[src/rtl/qpsk_modulator_stream.sv]
// Streaming QPSK modulator: serial bits -> (E, O) symbols -> FIFO -> phase-continuous
// I/Q carrier samples, SPS clocks per symbol, gap-free while data and enable are present.
module qpsk_modulator_stream #(
    parameter int DATA_W     = 12,
    parameter int AMP        = 1000,
    parameter int LUT_AW     = 7,
    parameter int PHASE_STEP = 1,
    parameter int SPS        = 128,
    parameter int FIFO_DEPTH = 4
) (
    input  logic                                   Clk,
    input  logic                                   Rst,
    input  logic                                   bit_in,
    input  logic                                   bit_valid,
    output logic                                   bit_ready,
    input  logic                                   en,
    output logic signed [DATA_W-1:0]               I_out,
    output logic signed [DATA_W-1:0]               Q_out,
    output logic signed [DATA_W:0]                 data_out,
    output logic                                   sym_strobe,
    output logic                                   active,
    output logic                                   underrun,
    output logic [$clog2(FIFO_DEPTH+1)-1:0]        fifo_level
);

    localparam int  LUT_N  = 1 << LUT_AW;
    localparam int  CNT_W  = $clog2(SPS);
    localparam int  LVL_W  = $clog2(FIFO_DEPTH + 1);
    localparam int  PTR_W  = (FIFO_DEPTH > 1) ? $clog2(FIFO_DEPTH) : 1;
    localparam real TWO_PI = 6.283185307179586;

    typedef enum logic {IDLE, RUN} state_t;

    // ------------------------------------------------------------------
    // Sine table, rounded half away from zero; cosine reuses it a quarter
    // period ahead.
    // ------------------------------------------------------------------
    logic signed [DATA_W-1:0] sin_lut [LUT_N];

    for (genvar k = 0; k < LUT_N; k++) begin : g_lut
        localparam real S = real'(AMP) * $sin(TWO_PI * real'(k) / real'(LUT_N));
        localparam int  V = (S >= 0.0) ? $rtoi(S + 0.5) : $rtoi(S - 0.5);
        assign sin_lut[k] = DATA_W'(V);
    end

    // ------------------------------------------------------------------
    // Bit pairing and symbol FIFO
    // ------------------------------------------------------------------
    logic             have_e;
    logic             e_bit;
    logic             accept;
    logic             push;
    logic             pop;
    logic [1:0]       fifo_mem [FIFO_DEPTH];
    logic [PTR_W-1:0] wr_ptr;
    logic [PTR_W-1:0] rd_ptr;
    logic [LVL_W-1:0] fifo_cnt;
    logic             fifo_empty;
    logic [1:0]       fifo_head;

    function automatic logic [PTR_W-1:0] ptr_inc(input logic [PTR_W-1:0] p);
        return (p == PTR_W'(FIFO_DEPTH - 1)) ? '0 : p + PTR_W'(1);
    endfunction

    // Full is judged on the registered level, so a same-cycle pop never frees room.
    assign bit_ready  = (fifo_cnt != LVL_W'(FIFO_DEPTH));
    assign accept     = bit_valid && bit_ready;
    assign push       = accept && have_e;
    assign fifo_empty = (fifo_cnt == '0);
    assign fifo_head  = fifo_mem[rd_ptr];
    assign fifo_level = fifo_cnt;

    // NOTE: payload storage has no reset; the level and pointers alone define validity.
    always_ff @(posedge Clk) begin
        if (push) begin
            fifo_mem[wr_ptr] <= {e_bit, bit_in};
        end
    end

    // NOTE: sequential state always uses non-blocking assignments.
    always_ff @(posedge Clk or posedge Rst) begin
        if (Rst) begin
            have_e   <= 1'b0;
            e_bit    <= 1'b0;
            wr_ptr   <= '0;
            rd_ptr   <= '0;
            fifo_cnt <= '0;
        end else begin
            if (accept) begin
                have_e <= !have_e;
                if (!have_e) begin
                    e_bit <= bit_in;
                end
            end
            if (push) begin
                wr_ptr <= ptr_inc(wr_ptr);
            end
            if (pop) begin
                rd_ptr <= ptr_inc(rd_ptr);
            end
            case ({push, pop})
                2'b10:   fifo_cnt <= fifo_cnt + LVL_W'(1);
                2'b01:   fifo_cnt <= fifo_cnt - LVL_W'(1);
                default: fifo_cnt <= fifo_cnt;
            endcase
        end
    end

    // ------------------------------------------------------------------
    // Symbol sequencer
    // ------------------------------------------------------------------
    state_t            state_q, state_d;
    logic [LUT_AW-1:0] phase_q, phase_d;
    logic [CNT_W-1:0]  cnt_q, cnt_d;
    logic              cur_e_q, cur_e_d;
    logic              cur_o_q, cur_o_d;
    logic              emit;
    logic              strobe_d;
    logic              underrun_d;

    always_ff @(posedge Clk or posedge Rst) begin
        if (Rst) begin
            state_q <= IDLE;
        end else begin
            state_q <= state_d;
        end
    end

    // NOTE: every output of this block gets a default first, so no latches are inferred.
    always_comb begin
        state_d    = state_q;
        phase_d    = phase_q;
        cnt_d      = cnt_q;
        cur_e_d    = cur_e_q;
        cur_o_d    = cur_o_q;
        pop        = 1'b0;
        emit       = 1'b0;
        strobe_d   = 1'b0;
        underrun_d = 1'b0;
        case (state_q)
            IDLE: begin
                if (en && !fifo_empty) begin
                    pop                = 1'b1;
                    emit               = 1'b1;
                    strobe_d           = 1'b1;
                    state_d            = RUN;
                    phase_d            = '0;
                    cnt_d              = '0;
                    {cur_e_d, cur_o_d} = fifo_head;
                end
            end
            RUN: begin
                emit    = 1'b1;
                phase_d = phase_q + LUT_AW'(PHASE_STEP);
                cnt_d   = cnt_q + CNT_W'(1);
                if (cnt_q == CNT_W'(SPS - 1)) begin
                    if (en && !fifo_empty) begin
                        // Phase keeps running across the symbol boundary.
                        pop                = 1'b1;
                        strobe_d           = 1'b1;
                        cnt_d              = '0;
                        {cur_e_d, cur_o_d} = fifo_head;
                    end else begin
                        emit       = 1'b0;
                        state_d    = IDLE;
                        phase_d    = '0;
                        cnt_d      = '0;
                        underrun_d = en;
                    end
                end
            end
            default: state_d = IDLE;
        endcase
    end

    // ------------------------------------------------------------------
    // Sample generation for the value the next edge will present
    // ------------------------------------------------------------------
    logic [LUT_AW-1:0]        cos_idx;
    logic signed [DATA_W-1:0] sin_val;
    logic signed [DATA_W-1:0] cos_val;
    logic signed [DATA_W-1:0] i_d;
    logic signed [DATA_W-1:0] q_d;
    logic signed [DATA_W:0]   sum_d;

    always_comb begin
        cos_idx = phase_d + LUT_AW'(LUT_N / 4);
        sin_val = sin_lut[phase_d];
        cos_val = sin_lut[cos_idx];
        i_d     = '0;
        q_d     = '0;
        if (emit) begin
            i_d = cur_e_d ? sin_val : -sin_val;
            q_d = cur_o_d ? cos_val : -cos_val;
        end
        sum_d = {i_d[DATA_W-1], i_d} + {q_d[DATA_W-1], q_d};
    end

    always_ff @(posedge Clk or posedge Rst) begin
        if (Rst) begin
            phase_q    <= '0;
            cnt_q      <= '0;
            cur_e_q    <= 1'b0;
            cur_o_q    <= 1'b0;
            I_out      <= '0;
            Q_out      <= '0;
            data_out   <= '0;
            sym_strobe <= 1'b0;
            active     <= 1'b0;
            underrun   <= 1'b0;
        end else begin
            phase_q    <= phase_d;
            cnt_q      <= cnt_d;
            cur_e_q    <= cur_e_d;
            cur_o_q    <= cur_o_d;
            I_out      <= i_d;
            Q_out      <= q_d;
            data_out   <= sum_d;
            sym_strobe <= strobe_d;
            active     <= emit;
            underrun   <= underrun_d;
        end
    end

endmodule

[config.mk]
export PLATFORM = sky130hd
export DESIGN_NAME = qpsk_modulator_stream
export DESIGN_NICKNAME = d
export VERILOG_FILES = /design/src/rtl/qpsk_modulator_stream.sv
export SDC_FILE = /design/constraint.sdc
export NUM_CORES = 1
export LEC_CHECK = 0
export BUFFER_PORTS_ARGS = -buffer_cell sky130_fd_sc_hd__clkbuf_2
export CAP_MARGIN = 10
export CORE_ASPECT_RATIO = 1.75
export CORE_MARGIN = 2
export CORE_UTILIZATION = 50
export DETAILED_ROUTE_END_ITERATION = 16
export PLACE_DENSITY = 0.68
export REMOVE_ABC_BUFFERS = 1
export SETUP_SLACK_MARGIN = 0.02
export SLEW_MARGIN = 10
export SYNTH_ARGS = -nofsm -noshare
export SYNTH_HDL_FRONTEND = slang
export SYNTH_SLANG_ARGS = --single-unit
[constraint.sdc]
create_clock -name Clk -period 6.2 [get_ports Clk]
set_clock_uncertainty 0.15 [all_clocks]
set_input_delay 1.86 -clock Clk [delete_from_list [all_inputs] [get_ports Clk]]
set_output_delay 1.86 -clock Clk [all_outputs]
set_load 0.05 [all_outputs]
==> reports/qor.json <==
{
  "yosys": {
    "synth-seq-area-share_pct": 28.8,
    "yosys.area_share.xor_xnor_pct": 4.18,
    "synth-edff-count": 8,
    "share_of_the_synthesized_area_in_compound_gates_ao_oa_aoi_oai_pct": 30.5,
    "synthesis.area_um2": 6490,
    "synth.mux.area_fraction_pct": 3.10,
    "synth_top_family_by_area": "compound AO/OA/AOI/OAI gates",
    "synthesis.instances": 761,
    "postSynthAreaPerCell_um2": 8.53,
    "yosys_register_bits": 73,
    "synth-warning-count": 0,
    "ys_types": 96,
    "synth-async-reset-ratio_pct": 89.0,
    "fraction_of_the_mapped_netlist_area_in_adder_cells_pct": 7.90,
    "ys.flop_type": "sky130_fd_sc_hd__dfrtp_1",
    "share_of_synthesized_cell_area_in_and_or_nand_and_nor_gates_pct": 18.1
  },
  "critical_path": {
    "r2r_start": "cnt_q[0]",
    "reg2regPathDepth": 29,
    "worstPathRequired_ns": 6.28,
    "critical-path-slowest-cell": "sky130_fd_sc_hd__or4_4",
    "critical_path.max_fanout": 7,
    "reg2reg_setup_slack_ns": 0.42,
    "regToRegEndpoint": "data_out[11]",
    "endpoint_kind": "flip-flop",
    "worstPathBufferInverterCount": 9,
    "slowest_delay_ns": 0.53,
    "worstPathArrival_ns": 6.55,
    "crit_path_frequent_cell": "sky130_fd_sc_hd__buf_6",
    "critical-path-top-delay-family": "compound AO/OA/AOI/OAI gates",
    "start_kind": "primary input",
    "timing.setup.critical_path_class": "in -> reg"
  },
  "clock_tree": {
    "worst_setup_hold_path_clk_slew_ns": 0.07,
    "cts_root_buf": "sky130_fd_sc_hd__clkbuf_16",
    "clock_tree.buffer_depth": 2,
    "ctsHtreeMaxLevel": 3,
    "clock_sink_count": 73,
    "clkLatencyLatePin_ns": 0.36,
    "tritoncts": "done",
    "cts-buffers-inserted": 9
  },
  "timing": {
    "whs_ns": 0.354,
    "fmaxAchievable_ghz": 0.154,
    "finalSetupTns_ns": -0.986,
    "setup-violations-final": 4,
    "report.final.hold_viol_count": 0,
    "max_slew_margin_pct": 41.8,
    "rsz_0062_raised_after_global_routing": "yes",
    "finalWorstPathRequiredPeriod_ns": 6.48,
    "max_slew.worst_pin.slew_ns": 0.873,
    "finalWorstSetupSlack_ns": -0.277,
    "final.period_utilization_pct": 104,
    "finalMaxSlewViolations": 0
  },
  "outcome": {
    "violations": "negative setup slack",
    "outcome": "complete, but fails checks"
  },
  "grt": {
    "grt_use_total_pct": 41.3,
    "pin_count_of_the_biggest_net_entering_global_routing": 66,
    "antenna_found_initial": 0,
    "grt.overflow.total": 0,
    "grt_first_pass_wirelength_um": 44100,
    "first_global_vias": 8086
  },
  "worst_hold_path": {
    "timing.hold.worst_path_depth": 1,
    "hold_path_end": "have_e",
    "worst_hold_path_type": "reg -> reg",
    "hp-start": "have_e"
  },
  "floorplanning": {
    "dieHeight_um": 155,
    "die_width_um": 90.1,
    "dieArea_um2": 13900,
    "ios": 49,
    "design.core.area_um2": 12800,
    "fp-row-count": 55,
    "initial_utilization_pct": 50.7
  },
  "placed_design": {
    "place_congestion": 1.04,
    "post_detailed_placement_half_perimeter_wirelength_um": 21100,
    "port-buffer-count": 48,
    "place_worst_setup_slack_ns": -1.19
  },
  "layout": {
    "nets": 1078,
    "drive_above_1_share_pct": 44.9,
    "syn2layout_area_growth_pct": 45.9,
    "num_antenna_cells": 0
  },
  "drt": {
    "drt_first_iter_violations": 791,
    "route.final.wire_length_um": 30700,
    "ant_nets": 0,
    "post_drt_via_cell_ratio": 6.60,
    "pre_repair_dr_iteration_count": 5,
    "route.detailed.drc": 0,
    "via_count": 7992,
    "wire_length_per_cell_after_detailed_routing_um": 25.4
  },
  "run": {
    "cap_viol_max_count": 0
  }
}
[state kept, by name, indices dropped and copies added, names as in the netlist]
signal,count
I_out,12
Q_out,12
active,1
cnt_q,7
cur_e_q,1
cur_o_q,1
data_out,13
e_bit,1
fifo_level,3
fifo_mem,8
have_e,1
phase_q,7
rd_ptr,2
sym_strobe,1
underrun,1
wr_ptr,2
[layer usage]
layer	track usage [%]	part of all wire [%]	up-vias
met3	6.09	5.9	211
li1	-	-	3415
met2	74.7	50	544
met4	38.9	11	0
met1	39.4	33	3822
met5	0	0	-
[cells in the mapped netlist (5+ instances only)]
cell type                   n  area share (%)
sky130_fd_sc_hd__and3_1    10            0.96
sky130_fd_sc_hd__a21o_1     6            0.69
sky130_fd_sc_hd__edfxtp_1   8             3.7
sky130_fd_sc_hd__a211oi_1  14             1.6
sky130_fd_sc_hd__nand2_1   63             3.6
sky130_fd_sc_hd__nor3_1    25             1.9
sky130_fd_sc_hd__mux2i_1   10             1.5
sky130_fd_sc_hd__inv_1     26             1.5
sky130_fd_sc_hd__inv_2      6            0.35
sky130_fd_sc_hd__xnor2_1   19             2.6
sky130_fd_sc_hd__a21boi_0   6            0.69
sky130_fd_sc_hd__o21bai_1   5            0.58
sky130_fd_sc_hd__mux2_2     5            0.87
sky130_fd_sc_hd__nand3_1   25             1.9
sky130_fd_sc_hd__xor2_1    12             1.6
sky130_fd_sc_hd__buf_4      9             1.0
sky130_fd_sc_hd__o211ai_1  10             1.2
sky130_fd_sc_hd__dfrtp_1   65              25
sky130_fd_sc_hd__a211o_1    7            0.94
sky130_fd_sc_hd__buf_6     12             2.1
sky130_fd_sc_hd__nor2_1    66             3.8
sky130_fd_sc_hd__a21oi_1   49             3.8
sky130_fd_sc_hd__o22ai_1   10            0.96
sky130_fd_sc_hd__and2_1     7            0.67
sky130_fd_sc_hd__a31oi_1   14             1.3
sky130_fd_sc_hd__o21ai_0   50             3.9
sky130_fd_sc_hd__ha_1      37             7.1
sky130_fd_sc_hd__o31ai_1   12             1.4
sky130_fd_sc_hd__buf_2     20             1.5
sky130_fd_sc_hd__clkbuf_1  12            0.69
[cell families after synthesis]
kind of cell / count (synthesis)
simple gates: 237
mux: 17
buf+inv: 89
fa+ha+maj: 40
flops: 73
compound gates: 274
xor+xnor: 31
[stage by stage]
| step | instances | instance area [µm²] | util, % |
|---|---|---|---|
| 4_1_cts | 1192 | 9050 | 70.7 |
| 5_1_grt | 1210 | 9470 | 74.0 |
| 3_5_place_dp | 1143 | 8230 | 64.3 |
| 3_3_place_gp | 1143 | 8230 | 64.3 |
| 6_report | 1210 | 9470 | 74.0 |
| 2_1_floorplan | 705 | 6130 | - |
[placed cells by master (no fill, tap or decap), types with 10 or more instances in the layout]
master | Yosys | routed
sky130_fd_sc_hd__inv_1 | 26 | 21
sky130_fd_sc_hd__buf_6 | 12 | 14
sky130_fd_sc_hd__o21ai_2 | 2 | 10
sky130_fd_sc_hd__clkbuf_2 | 0 | 47
sky130_fd_sc_hd__o21ai_0 | 50 | 38
sky130_fd_sc_hd__xor2_1 | 12 | 12
sky130_fd_sc_hd__a21oi_2 | 1 | 10
sky130_fd_sc_hd__nand3_1 | 25 | 25
sky130_fd_sc_hd__ha_1 | 37 | 26
sky130_fd_sc_hd__o211ai_1 | 10 | 10
sky130_fd_sc_hd__dfrtp_1 | 65 | 65
sky130_fd_sc_hd__a211oi_1 | 14 | 11
sky130_fd_sc_hd__a21oi_1 | 49 | 38
sky130_fd_sc_hd__buf_4 | 9 | 256
sky130_fd_sc_hd__nand2_1 | 63 | 60
sky130_fd_sc_hd__nor3_1 | 25 | 21
sky130_fd_sc_hd__nor2_1 | 66 | 58
sky130_fd_sc_hd__mux2i_1 | 10 | 10
sky130_fd_sc_hd__xnor2_1 | 19 | 18
[layout make-up]
class | instances | area [µm²]
clock buffers | 9 | 225
clock inverters | 7 | 61.3
repair buffers | 318 | 2330
fillers | 933 | 3330
multi-input cells | 599 | 4640
inverters | 33 | 131
well taps | 171 | 214
flip-flops and latches | 73 | 1870
[timing repair]
| action | 4_1_cts | 5_1_grt |
|---|---|---|
| pin swaps | 39 | 55 |
| setup buffers | 33 | 22 |
| hold buffers | 0 | 0 |
| endpoints found under the setup margin | 7 | 8 |
| gates resized for setup | 78 | 63 |
[how the worst max path moves through the flow]
stage | startpoint | end | slack, ns | cells after the start
after detailed placement | en | data_out[12] | -1.19 | 26
after global placement | en | data_out[12] | -0.99 | 26
after floorplan | en | data_out[12] | -1.36 | 23
after CTS | en | data_out[12] | 0.01 | 27
after global routing | en | data_out[12] | -0.43 | 29
final | en | data_out[11] | -0.28 | 30
Power is not shown: default switching activity piles up to over one toggle a cycle in this logic, so the estimate is an artifact.
